--- src/rtl/addsub_pkg.sv ---
// Shared definitions for the add/subtract family: the serial controller state
// encoding, the adder slice width and the operand width legality check.
package addsub_pkg;

   typedef enum logic [1:0] {
      IDLE = 2'd0,
      RUN  = 2'd1,
      DONE = 2'd2
   } state_e;

   localparam int SLICE_W = 4;

   // Operands must split into whole slices and span at least two of them.
   function automatic bit width_ok(input int w);
      return (w >= 2 * SLICE_W) && ((w % SLICE_W) == 0);
   endfunction

endpackage

--- src/rtl/addsub_nibble_slice.sv ---
// Combinational 4-bit adder with carry in/out, pin-compatible with a 74AC283
// cell so it can be replaced by the library cell at technology mapping.
module addsub_nibble_slice
   import addsub_pkg::*;
(
   input  logic [SLICE_W-1:0] a_i,
   input  logic [SLICE_W-1:0] b_i,
   input  logic               ci_i,
   output logic [SLICE_W-1:0] s_o,
   output logic               co_o
);

   logic [SLICE_W:0] sum_full;

   assign sum_full    = {1'b0, a_i} + {1'b0, b_i} + {{SLICE_W{1'b0}}, ci_i};
   assign s_o         = sum_full[SLICE_W-1:0];
   assign co_o        = sum_full[SLICE_W];

endmodule

--- src/rtl/nibble_serial_addsub.sv ---
// Serial WIDTH-bit add/subtract: one 4-bit slice is reused for WIDTH/4 cycles,
// least significant nibble first, with the carry (or inverted borrow) held in
// a register between nibbles. Subtraction is A + ~B + 1.
module nibble_serial_addsub
   import addsub_pkg::*;
#(
   parameter int WIDTH = 16
)(
   input  logic             clk_i,
   input  logic             arst_i,
   input  logic             in_valid_i,
   output logic             in_ready_o,
   input  logic [WIDTH-1:0] a_i,
   input  logic [WIDTH-1:0] b_i,
   input  logic             sub_i,
   output logic             out_valid_o,
   input  logic             out_ready_i,
   output logic [WIDTH-1:0] y_o,
   output logic             co_o,
   output logic             v_o
);

   localparam int NIBBLES = WIDTH / SLICE_W;
   localparam int CNT_W   = $clog2(NIBBLES);
   localparam logic [CNT_W-1:0] CNT_LAST = CNT_W'(NIBBLES - 1);

   generate
      if (!width_ok(WIDTH)) begin : g_bad_width
         $error("nibble_serial_addsub: WIDTH must be a multiple of 4 and >= 8");
      end
   endgenerate

   state_e           state_q;
   logic [WIDTH-1:0] a_sh_q, b_sh_q, r_sh_q, y_q;
   logic [WIDTH-1:0] a_sh_d, b_sh_d, r_sh_d;
   logic [CNT_W-1:0] cnt_q;
   logic             carry_q, co_q, v_q, out_valid_q;
   logic             v_d;
   logic [SLICE_W-1:0] slice_s;
   logic             slice_co;

   addsub_nibble_slice u_slice (
      .a_i  (a_sh_q[SLICE_W-1:0]),
      .b_i  (b_sh_q[SLICE_W-1:0]),
      .ci_i (carry_q),
      .s_o  (slice_s),
      .co_o (slice_co)
   );

   // Operand shifters move toward the slice; results enter from the top so the
   // final nibble lands in the most significant position.
   assign a_sh_d = {{SLICE_W{1'b0}}, a_sh_q[WIDTH-1:SLICE_W]};
   assign b_sh_d = {{SLICE_W{1'b0}}, b_sh_q[WIDTH-1:SLICE_W]};
   assign r_sh_d = {slice_s, r_sh_q[WIDTH-1:SLICE_W]};

   // Overflow: operand signs agree (B already inverted for subtract) but the
   // result sign differs. Only meaningful on the top nibble.
   assign v_d = ~(a_sh_q[SLICE_W-1] ^ b_sh_q[SLICE_W-1]) & (slice_s[SLICE_W-1] ^ a_sh_q[SLICE_W-1]);

   // Control FSM and datapath registers; every output is registered.
   always_ff @(posedge clk_i or posedge arst_i) begin
      if (arst_i) begin
         state_q     <= IDLE;
         a_sh_q      <= '0;
         b_sh_q      <= '0;
         r_sh_q      <= '0;
         y_q         <= '0;
         cnt_q       <= '0;
         carry_q     <= 1'b0;
         co_q        <= 1'b0;
         v_q         <= 1'b0;
         out_valid_q <= 1'b0;
      end else begin
         case (state_q)
            IDLE: begin
               if (in_valid_i) begin
                  a_sh_q  <= a_i;
                  b_sh_q  <= b_i ^ {WIDTH{sub_i}};
                  carry_q <= sub_i;
                  cnt_q   <= '0;
                  state_q <= RUN;
               end
            end
            RUN: begin
               a_sh_q  <= a_sh_d;
               b_sh_q  <= b_sh_d;
               r_sh_q  <= r_sh_d;
               carry_q <= slice_co;
               if (cnt_q == CNT_LAST) begin
                  // Exit wins over the increment so the counter never wraps.
                  cnt_q       <= '0;
                  y_q         <= r_sh_d;
                  co_q        <= slice_co;
                  v_q         <= v_d;
                  out_valid_q <= 1'b1;
                  state_q     <= DONE;
               end else begin
                  cnt_q <= cnt_q + 1'b1;
               end
            end
            DONE: begin
               if (out_ready_i) begin
                  out_valid_q <= 1'b0;
                  state_q     <= IDLE;
               end
            end
            default: begin
               out_valid_q <= 1'b0;
               state_q     <= IDLE;
            end
         endcase
      end
   end

   // Ready depends only on state and reset, never on in_valid_i.
   assign in_ready_o  = (state_q == IDLE) && !arst_i;
   assign out_valid_o = out_valid_q;
   assign y_o         = y_q;
   assign co_o        = co_q;
   assign v_o         = v_q;

endmodule

--- config.mk ---
export PLATFORM = sky130hd
export DESIGN_NAME = nibble_serial_addsub
export DESIGN_NICKNAME = d
export VERILOG_FILES = /design/src/rtl/addsub_pkg.sv /design/src/rtl/addsub_nibble_slice.sv /design/src/rtl/nibble_serial_addsub.sv
export SDC_FILE = /design/constraint.sdc
export NUM_CORES = 1
export LEC_CHECK = 0
export ABC_AREA = 1
export CAP_MARGIN = 25
export CORE_UTILIZATION = 50
export CTS_CLUSTER_DIAMETER = 40
export DETAILED_ROUTE_END_ITERATION = 8
export PLACE_DENSITY = 0.86
export SLEW_MARGIN = 10
export SYNTH_ARGS = -nofsm -noshare
export SYNTH_HDL_FRONTEND = slang
export SYNTH_SLANG_ARGS = --single-unit
--- constraint.sdc ---
create_clock -name clk_i -period 2.7 [get_ports clk_i]
set_input_delay 0.54 -clock clk_i [delete_from_list [all_inputs] [get_ports clk_i]]
set_output_delay 0.54 -clock clk_i [all_outputs]
set_load 0.005 [all_outputs]
* Yosys cells after proc, flatten, opt, wreduce, memory -nomap -nowiden
Index checks and enable logic that the tools add are counted.
Word-level totals: bits in registers 72, input port bits 37, output and inout port bits 20, word-level logic and storage cells 49
Operators by class: $add $sub $neg 3, equality and inequality tests 6, mux-type cells 16, bitwise gates (word level) 6, reductions and logical operators 8
Operators with widths (number):
- $pmux 16 s2 | 2
- $mux 16 | 2
- $xor 16x16->16 | 1
- $mux 2 | 5
- $ne 2x2->1 const B | 3
- $pmux 2 s3 | 1
- $reduce_and 3->1 | 2
- $add 4x4->5 | 1
- $add 5x1->5 | 1
- $eq 2x2->1 const B | 2
- $pmux 2 s2 | 1
- $reduce_and 2->1 | 2
- $mux 1 | 3
- $pmux 1 s3 | 1
- $add 2x1->2 const B | 1
- $eq 2x1->1 const B | 1
- $logic_not 2->1 | 1
- $not 1->1 | 2
- $pmux 1 s2 | 1
- $reduce_bool 2->1 | 1
- $xor 1x1->1 | 2
- $and 1x1->1 | 1
- $logic_and 1x1->1 | 1
- $logic_not 1->1 | 1

* Depth between registers and ports, before layout
Gate-level depths: netlist (run 1).
depth in word-level cells 4, mapped depth 7, depth with buffers taken out 6

* Modules after synthesis
A second synthesis (run 1) with hierarchy kept.
Unflattened totals: cell total of the unflattened synthesis 402, area, all modules 3278.1 um^2
By module, submodules not included:
- nibble_serial_addsub | times used 1, cells each 377, area each 3113.0 um^2, sequential area each 1701.6 um^2
- addsub_nibble_slice | times used 1, cells each 25, area each 165.2 um^2, sequential area each 0.0 um^2

* Worst setup path before layout (run 1)
Ideal clock, no wire load.
kind reg-to-reg, from register a_sh_q[0], to register y_q[13], in the netlist y_o[13], library setup time 0.077 ns, arrival 1.438 ns, required time 2.623 ns, path slack 1.185 ns, stages on the path, launching flop included 5, path buffers 0, period minus slack after synthesis 1.515 ns, cell sequence dfrtp_1 fa_1 inv_1 fa_1 o21ai_1
On the way: longest elaborated chain between the ends 2
RTL lines:
- start, declared | RTL line nibble_serial_addsub.sv:34 | logic [WIDTH-1:0] a_sh_q, b_sh_q, r_sh_q, y_q;
- start signal, assigned | RTL line nibble_serial_addsub.sv:77 | a_sh_q <= a_i;
- start signal, assigned | RTL line nibble_serial_addsub.sv:85 | a_sh_q <= a_sh_d;
- $add 4x4->5 | RTL line addsub_nibble_slice.sv:15 | assign sum_full = {1'b0, a_i} + {1'b0, b_i} + {{SLICE_W{1'b0}}, ci_i};
- $add 5x1->5 | RTL line addsub_nibble_slice.sv:15
- end signal, assigned | RTL line nibble_serial_addsub.sv:92 | y_q <= r_sh_d;
- end, declared | RTL line nibble_serial_addsub.sv:34
No other way between the ends. A chain may end at the register's enable or synchronous reset.

* Worst setup path in the final report (run 1)
from input port arst_i, to output port in_ready_o
On the way: longest elaborated chain between the ends 2
RTL lines:
- start, declared | RTL line nibble_serial_addsub.sv:10 | input logic arst_i,
- $logic_not 1->1 | RTL line nibble_serial_addsub.sv:116 | assign in_ready_o = (state_q == IDLE) && !arst_i;
- $logic_and 1x1->1 | RTL line nibble_serial_addsub.sv:116
- end, declared | RTL line nibble_serial_addsub.sv:12 | output logic in_ready_o,
No other way between the ends.

==> results.ini, run 1 <==
[sta]
tightest_slew_ns = 0.680
holdWs_ns = 0.475
max_freq_mhz = 460
tns_ns = 0
rsz0062_at_grt = false
fin_crit_sh_pct = 80.5
hold_viol_final = 0
drv_slew = 0
setup_violations = 0
fin_ws_ns = 0.527
fin_skew_ns = 0.0101
relSlewSlack_pct = 54.6
layout_min_cycle_time_ns = 2.17

[finish]
syn_to_final_growth_pct = 26.1
diodes = 0
drive_gt1_share_pct = 6.65
fin_cells = 481
final_nets = 445

[power_and_ir_drop]
p_leak_nw = 1.85
powerDensity_nw_per_um2 = 1070
vdd_drop_max_mv = 0.421
power_mw = 4.10

[route]
met2_wirelength_mm = 2.78
wire_per_inst_um = 12.0
wl_met1_mm = 2.68
vias_per_cell = 4.97
drt_iter0_markers = 98
wl_mm = 5.77
drtAntennaViolNets = 0
drc = 0
route.met3.wl_um = 205
num_vias = 2389
highest_layer = met4
drt-pass1-iter-count = 4

[placed_design]
dp_slack_ns = 0.515
place.gp.congestion = 0.837
dp_hpwl_mm = 3.89
post-place-cells = 466
port-buffer-count = 56

[global_routing]
grt_pass1_vias = 2344
grt-ovfl-total = 0
grt_util_all_layers_pct = 21.5
grt_max_degree = 33
antenna_found_initial = 0
grt_first_pass_wirelength_mm = 10.3

[logic_synthesis]
yosys_warnings = 0
synth_fp_nets = 390
synth_top_cell_area_share_pct = 55.8
yosysSeqAreaShare_pct = 55.8
synthDistinctLibCells = 24
synth_area_leaders = dfrtp_1 56%, nand2_1 18%, nand3_1 4.9%
synth_top_area_cell = dfrtp_1
synth-seq-cells = 68
synth_area_per_cell_um2 = 8.79
synth_cells = 347
synthesis.area_um2 = 3050

[clock_network]
post_cts_buffers = 0
root_buffer = clkbuf_8
clk_path_buf_depth = 2
clock_sinks = 68
post_cts_resized = 0
clkTransAtPathRegs_ns = 0.06
cts_tree = built
insertion_delay_ns = 0.34
postCtsHoldBufs = 0
htreeDepth = 3
cts_buffers = 9

[worst_setup_path]
cp_max_fo = 2
critical_path_class = input port to output pin
crit_required_ns = 2.16
end_kind = output pin
arrival_ns = 1.63
startpoint_type = input port

[floorplanning]
die-area_um2 = 6420
ioPinCount = 57
num_rows = 28
start_util_pct = 51.8
core_area_um2 = 5890
die_w_um = 80.1
die_y_um = 80.1

[hold_path]
hold_path_class = flop to flop

[job]
max_cap_violations = 0

[run_status]
status = completed

through the flow:
stage          utilization [%]  cell area [µm²]
2_1_floorplan                -             3050
4_1_cts                   65.4             3850
6_report                  65.4             3850
3_5_place_dp              61.9             3640
5_1_grt                   65.4             3850
3_3_place_gp              61.9             3640
layer usage:
metal / up-vias / global-route usage, %
li1: 1203 / -
met1: 1120 / 26.9
met2: 54 / 35.0
met3: 12 / 6.48
met4: 0 / 8.75
met5: - / 0
power by group:
| part | switching, mW | internal (mW) |
|---|---|---|
| Clock | 0.359 | 0.499 |
| Sequential | 0.240 | 1.46 |
| Combinational | 0.867 | 0.677 |
cell usage in the layout, fill, tap and decap left out:
cell             count
inv_1               18
o211ai_1             3
o21ai_1             27
nand3_1             30
nor2_1               2
bufinv_16            1
xnor2_1              5
clkbuf_8            12
xor2_1              12
buf_12               1
o21ai_0              2
nand2_2              2
dfrtp_1             68
o31ai_1              1
inv_2                6
nand2_1            144
nand3_2              1
clkdlybuf4s50_1     56
buf_4                3
nor2_2               1
nor3_1               1
clkbuf_1             2
a21oi_1              2
fa_1                 2
ha_1                 4
synth_stat cells:
master and number:
a21oi_1 2, buf_1 1, buf_2 7, buf_4 3
buf_6 3, clkbuf_1 2, dfrtp_1 68, fa_1 2
ha_1 4, inv_1 19, inv_2 5, nand2_1 144
nand2_2 2, nand3_1 30, nand3_2 1, nor2_1 2
nor2_2 1, nor3_1 1, o211ai_1 3, o21ai_0 2
o21ai_1 27, o31ai_1 1, xnor2_1 5, xor2_1 12
worst max-delay path, stage by stage:
cell and delay (ns):
clkdlybuf4s50_1 0.43, nor3_1 0.14, clkdlybuf4s50_1 0.52
cell type report:
cell class	instances	area [µm²]
timing repair buffer	60	603
inverter	24	90.1
tap	75	93.8
multi-input combinational	239	1160
fill	501	2040
sequential	68	1700
clock inverter	1	30.0
clock buffer	14	173
sequential cells by signal, summed over array words and instances (netlist names):
register     cells
cnt_q            2
co_o             1
b_sh_q          16
out_valid_o      1
r_sh_q          12
a_sh_q          16
carry_q          1
v_o              1
y_o             16
state_q          2
worst paths after layout:
kind / from / cells past startpoint / slack, ns / to
worst max-delay path: arst_i / 3 / 0.53 / in_ready_o
worst min-delay path: r_sh_q[5]$_DFFE_PP0P_ / 2 / 0.47 / y_o[1]$_DFFE_PP0P_
worst max register to register: state_q[0]$_DFFE_PP0P_ / 5 / 0.99 / b_sh_q[14]$_DFFE_PP0P_
worst min register to register: r_sh_q[5]$_DFFE_PP0P_ / 2 / 0.47 / y_o[1]$_DFFE_PP0P_
max in group asynchronous: arst_i / 3 / 1.45 / y_o[1]$_DFFE_PP0P_
min in group asynchronous: arst_i / 2 / 0.65 / cnt_q[0]$_DFFE_PP0P_
logic make-up after synthesis:
kind of cell	Yosys count	synth area share, %
flops	68	55.8
buf+inv	40	6.32
compound gates	35	6.07
fa+ha+maj	6	2.95
simple gates	181	24.0
xor+xnor	17	4.88
No activity file was read; power rests on OpenSTA's default activity.
==> inputs of run 2 (changes only) <==
==> constraint.sdc (replaced) <==
create_clock -name clk_i -period 2.2 [get_ports clk_i]
set_input_delay 0.44 -clock clk_i [delete_from_list [all_inputs] [get_ports clk_i]]
set_output_delay 0.44 -clock clk_i [all_outputs]
set_load 0.005 [all_outputs]
==> results.ini, run 2 (synthesized netlist as in run 1, its figures left out) <==
[clock_network]
post_cts_resized = 0  ; unchanged
clk_path_buf_depth = 2  ; unchanged
insertion_delay_ns = 0.35  ; about the same
clkTransAtPathRegs_ns = 0.06  ; about the same
cts_buffers = 9  ; unchanged
post_cts_buffers = 0  ; unchanged
clock_sinks = 68  ; unchanged
cts_tree = built
root_buffer = clkbuf_8
htreeDepth = 3  ; unchanged
postCtsHoldBufs = 0  ; unchanged

[placed_design]
dpl_cell_area_um2 = 3650  ; +0.21%
port-buffer-count = 56  ; unchanged
place.gp.congestion = 0.765  ; -8.6%
dp_hpwl_mm = 4.02  ; +3.3%

[floorplanning]
ioPinCount = 57  ; unchanged
die_w_um = 80.1  ; unchanged
core_area_um2 = 5890  ; unchanged
num_rows = 28  ; unchanged
die_y_um = 80.1  ; unchanged
die-area_um2 = 6420  ; unchanged
start_util_pct = 51.8  ; unchanged

[worst_setup_path]
crit_required_ns = 1.76  ; -0.40 ns
cp_max_fo = 2  ; unchanged
rr_worst_depth = 4  ; -1
end_kind = output pin
r2r_slack_ns = 0.53  ; -0.46 ns
arrival_ns = 1.56  ; -0.07 ns
startpoint_type = input port
critical_path_class = input port to output pin
r2r_end = r_sh_q[13]$_DFFE_PP0P_
r2r_start = a_sh_q[0]$_DFFE_PP0P_

[sta]
layout_min_cycle_time_ns = 2.00
fin_crit_sh_pct = 91.0
fin_skew_ns = 0.0116  ; +0.00147 ns
relSlewSlack_pct = 66.3  ; +12 points
hold_viol_final = 0  ; unchanged
setup_violations = 0  ; unchanged
rsz0062_at_grt = false
tns_ns = 0  ; unchanged
max_freq_mhz = 500
drv_slew = 0  ; unchanged
tightest_slew_ns = 0.505  ; -0.175 ns

[power_and_ir_drop]
power_mw = 5.07  ; +24%
intPower_mw = 3.22  ; +22%
vdd_drop_max_mv = 0.608  ; +44%
p_comb_share_pct = 38.3  ; +0.6 points
powerDensity_nw_per_um2 = 1310  ; +23%
pwr-share-clk_pct = 20.5  ; -0.4 points
p_seq_share_pct = 41.2  ; -0.2 points
switching_share_pct = 36.5  ; +0.73 points
power.switching_mw = 1.85  ; +26%
p_leak_nw = 1.86  ; +0.21%

[global_routing]
grt_first_pass_wirelength_mm = 10.5  ; +1.6%
grt_pass1_vias = 2342  ; -0.085%
grt-ovfl-total = 0  ; unchanged
antenna_found_initial = 0  ; unchanged
grt_util_all_layers_pct = 21.9  ; +0.38 points
grt_max_degree = 69  ; +110%

[finish]
diodes = 0  ; unchanged
drive_gt1_share_pct = 7.35  ; +0.70 points
mostFrequentLayoutCell = nand2_1
final.fill_count = 490  ; -2.2%
final_util_pct = 65.5  ; +0.13 points
final_cell_area_um2 = 3850  ; +0.20%
syn_to_final_growth_pct = 26.4
layout_common_cells = 144 x nand2_1, 68 x dfrtp_1, 56 x clkdlybuf4s50_1, 30 x nand3_1, 27 x o21ai_1
final_nets = 446  ; +0.22%

[route]
drc = 0  ; unchanged
drt-pass1-iter-count = 4  ; unchanged
wire_per_inst_um = 12.4  ; +3.0%
vias_per_cell = 4.96  ; -0.12%
num_vias = 2396  ; +0.29%
wl_mm = 5.97  ; +3.4%
drtAntennaViolNets = 0  ; unchanged
drt_iter0_markers = 142  ; +45%

[hold_path]
hold_depth = 2  ; unchanged
min_delay_worst_endpoint = y_o[1]$_DFFE_PP0P_
hold_path_class = flop to flop
worstHoldStart = r_sh_q[5]$_DFFE_PP0P_

[run_status]
status = completed

[job]
max_cap_violations = 0  ; unchanged

[run 2: layout make-up]
type / instances / area, µm² / share of cell area (%)
Inverter: 24 / 90.1 / 2.34
Timing Repair Buffer: 61 / 611 / 15.8
Multi-Input combinational cell: 239 / 1160 / 30.0
Tap cell: 75 / 93.8 / 2.43
Sequential cell: 68 / 1700 / 44.1
Clock buffer: 12 / 155 / 4.02
Clock inverter: 4 / 47.5 / 1.23
[run 2: metal layers]
| metal | GRT usage (%) | share of wire, % | vias up |
|---|---|---|---|
| li1 | - | - | 1205 |
| met1 | 26.2 | 43 | 1116 |
| met2 | 36.8 | 50 | 62 |
| met3 | 4.43 | 3.8 | 13 |
| met4 | 12.7 | 3.2 | 0 |
| met5 | 0 | 0 | - |
[run 2: through the flow]
stage	std cells	hold slack, ns	setup slack [ns]
3_3_place_gp	467	0.453	0.231
5_1_grt	483	0.501	0.131
3_5_place_dp	467	0.458	0.192
6_report	483	0.476	0.199
4_1_cts	483	0.477	0.190
2_1_floorplan	347	0.442	0.0485
[run 2: worst max path at each step]
stage               slack (ns)                     to    from  depth (start not counted)
finish                    0.20             in_ready_o  arst_i                          3
global route              0.13             in_ready_o  arst_i                          3
CTS                       0.19             in_ready_o  arst_i                          3
detailed placement        0.19             in_ready_o  arst_i                          3
global placement          0.23             in_ready_o  arst_i                          3
floorplan                 0.05  a_sh_q[0]$_DFFE_PP0P_  arst_i                          1
[run 2: critical path, cell delays in order]
cell and delay, ns:
clkdlybuf4s50_1 0.43, nor3_1 0.15, clkdlybuf4s50_1 0.54
[run 2: power by group through the flow]
stage / Combinational [mW] / Clock (mW) / Sequential [mW]
finish: 1.94 / 1.04 / 2.09
global route: 2.21 / 1.11 / 2.15
CTS: 1.96 / 1.06 / 2.09
detailed placement: 1.95 / 0 / 2.10
global placement: 1.86 / 0 / 2.08
floorplan: 1.33 / 0 / 2.06
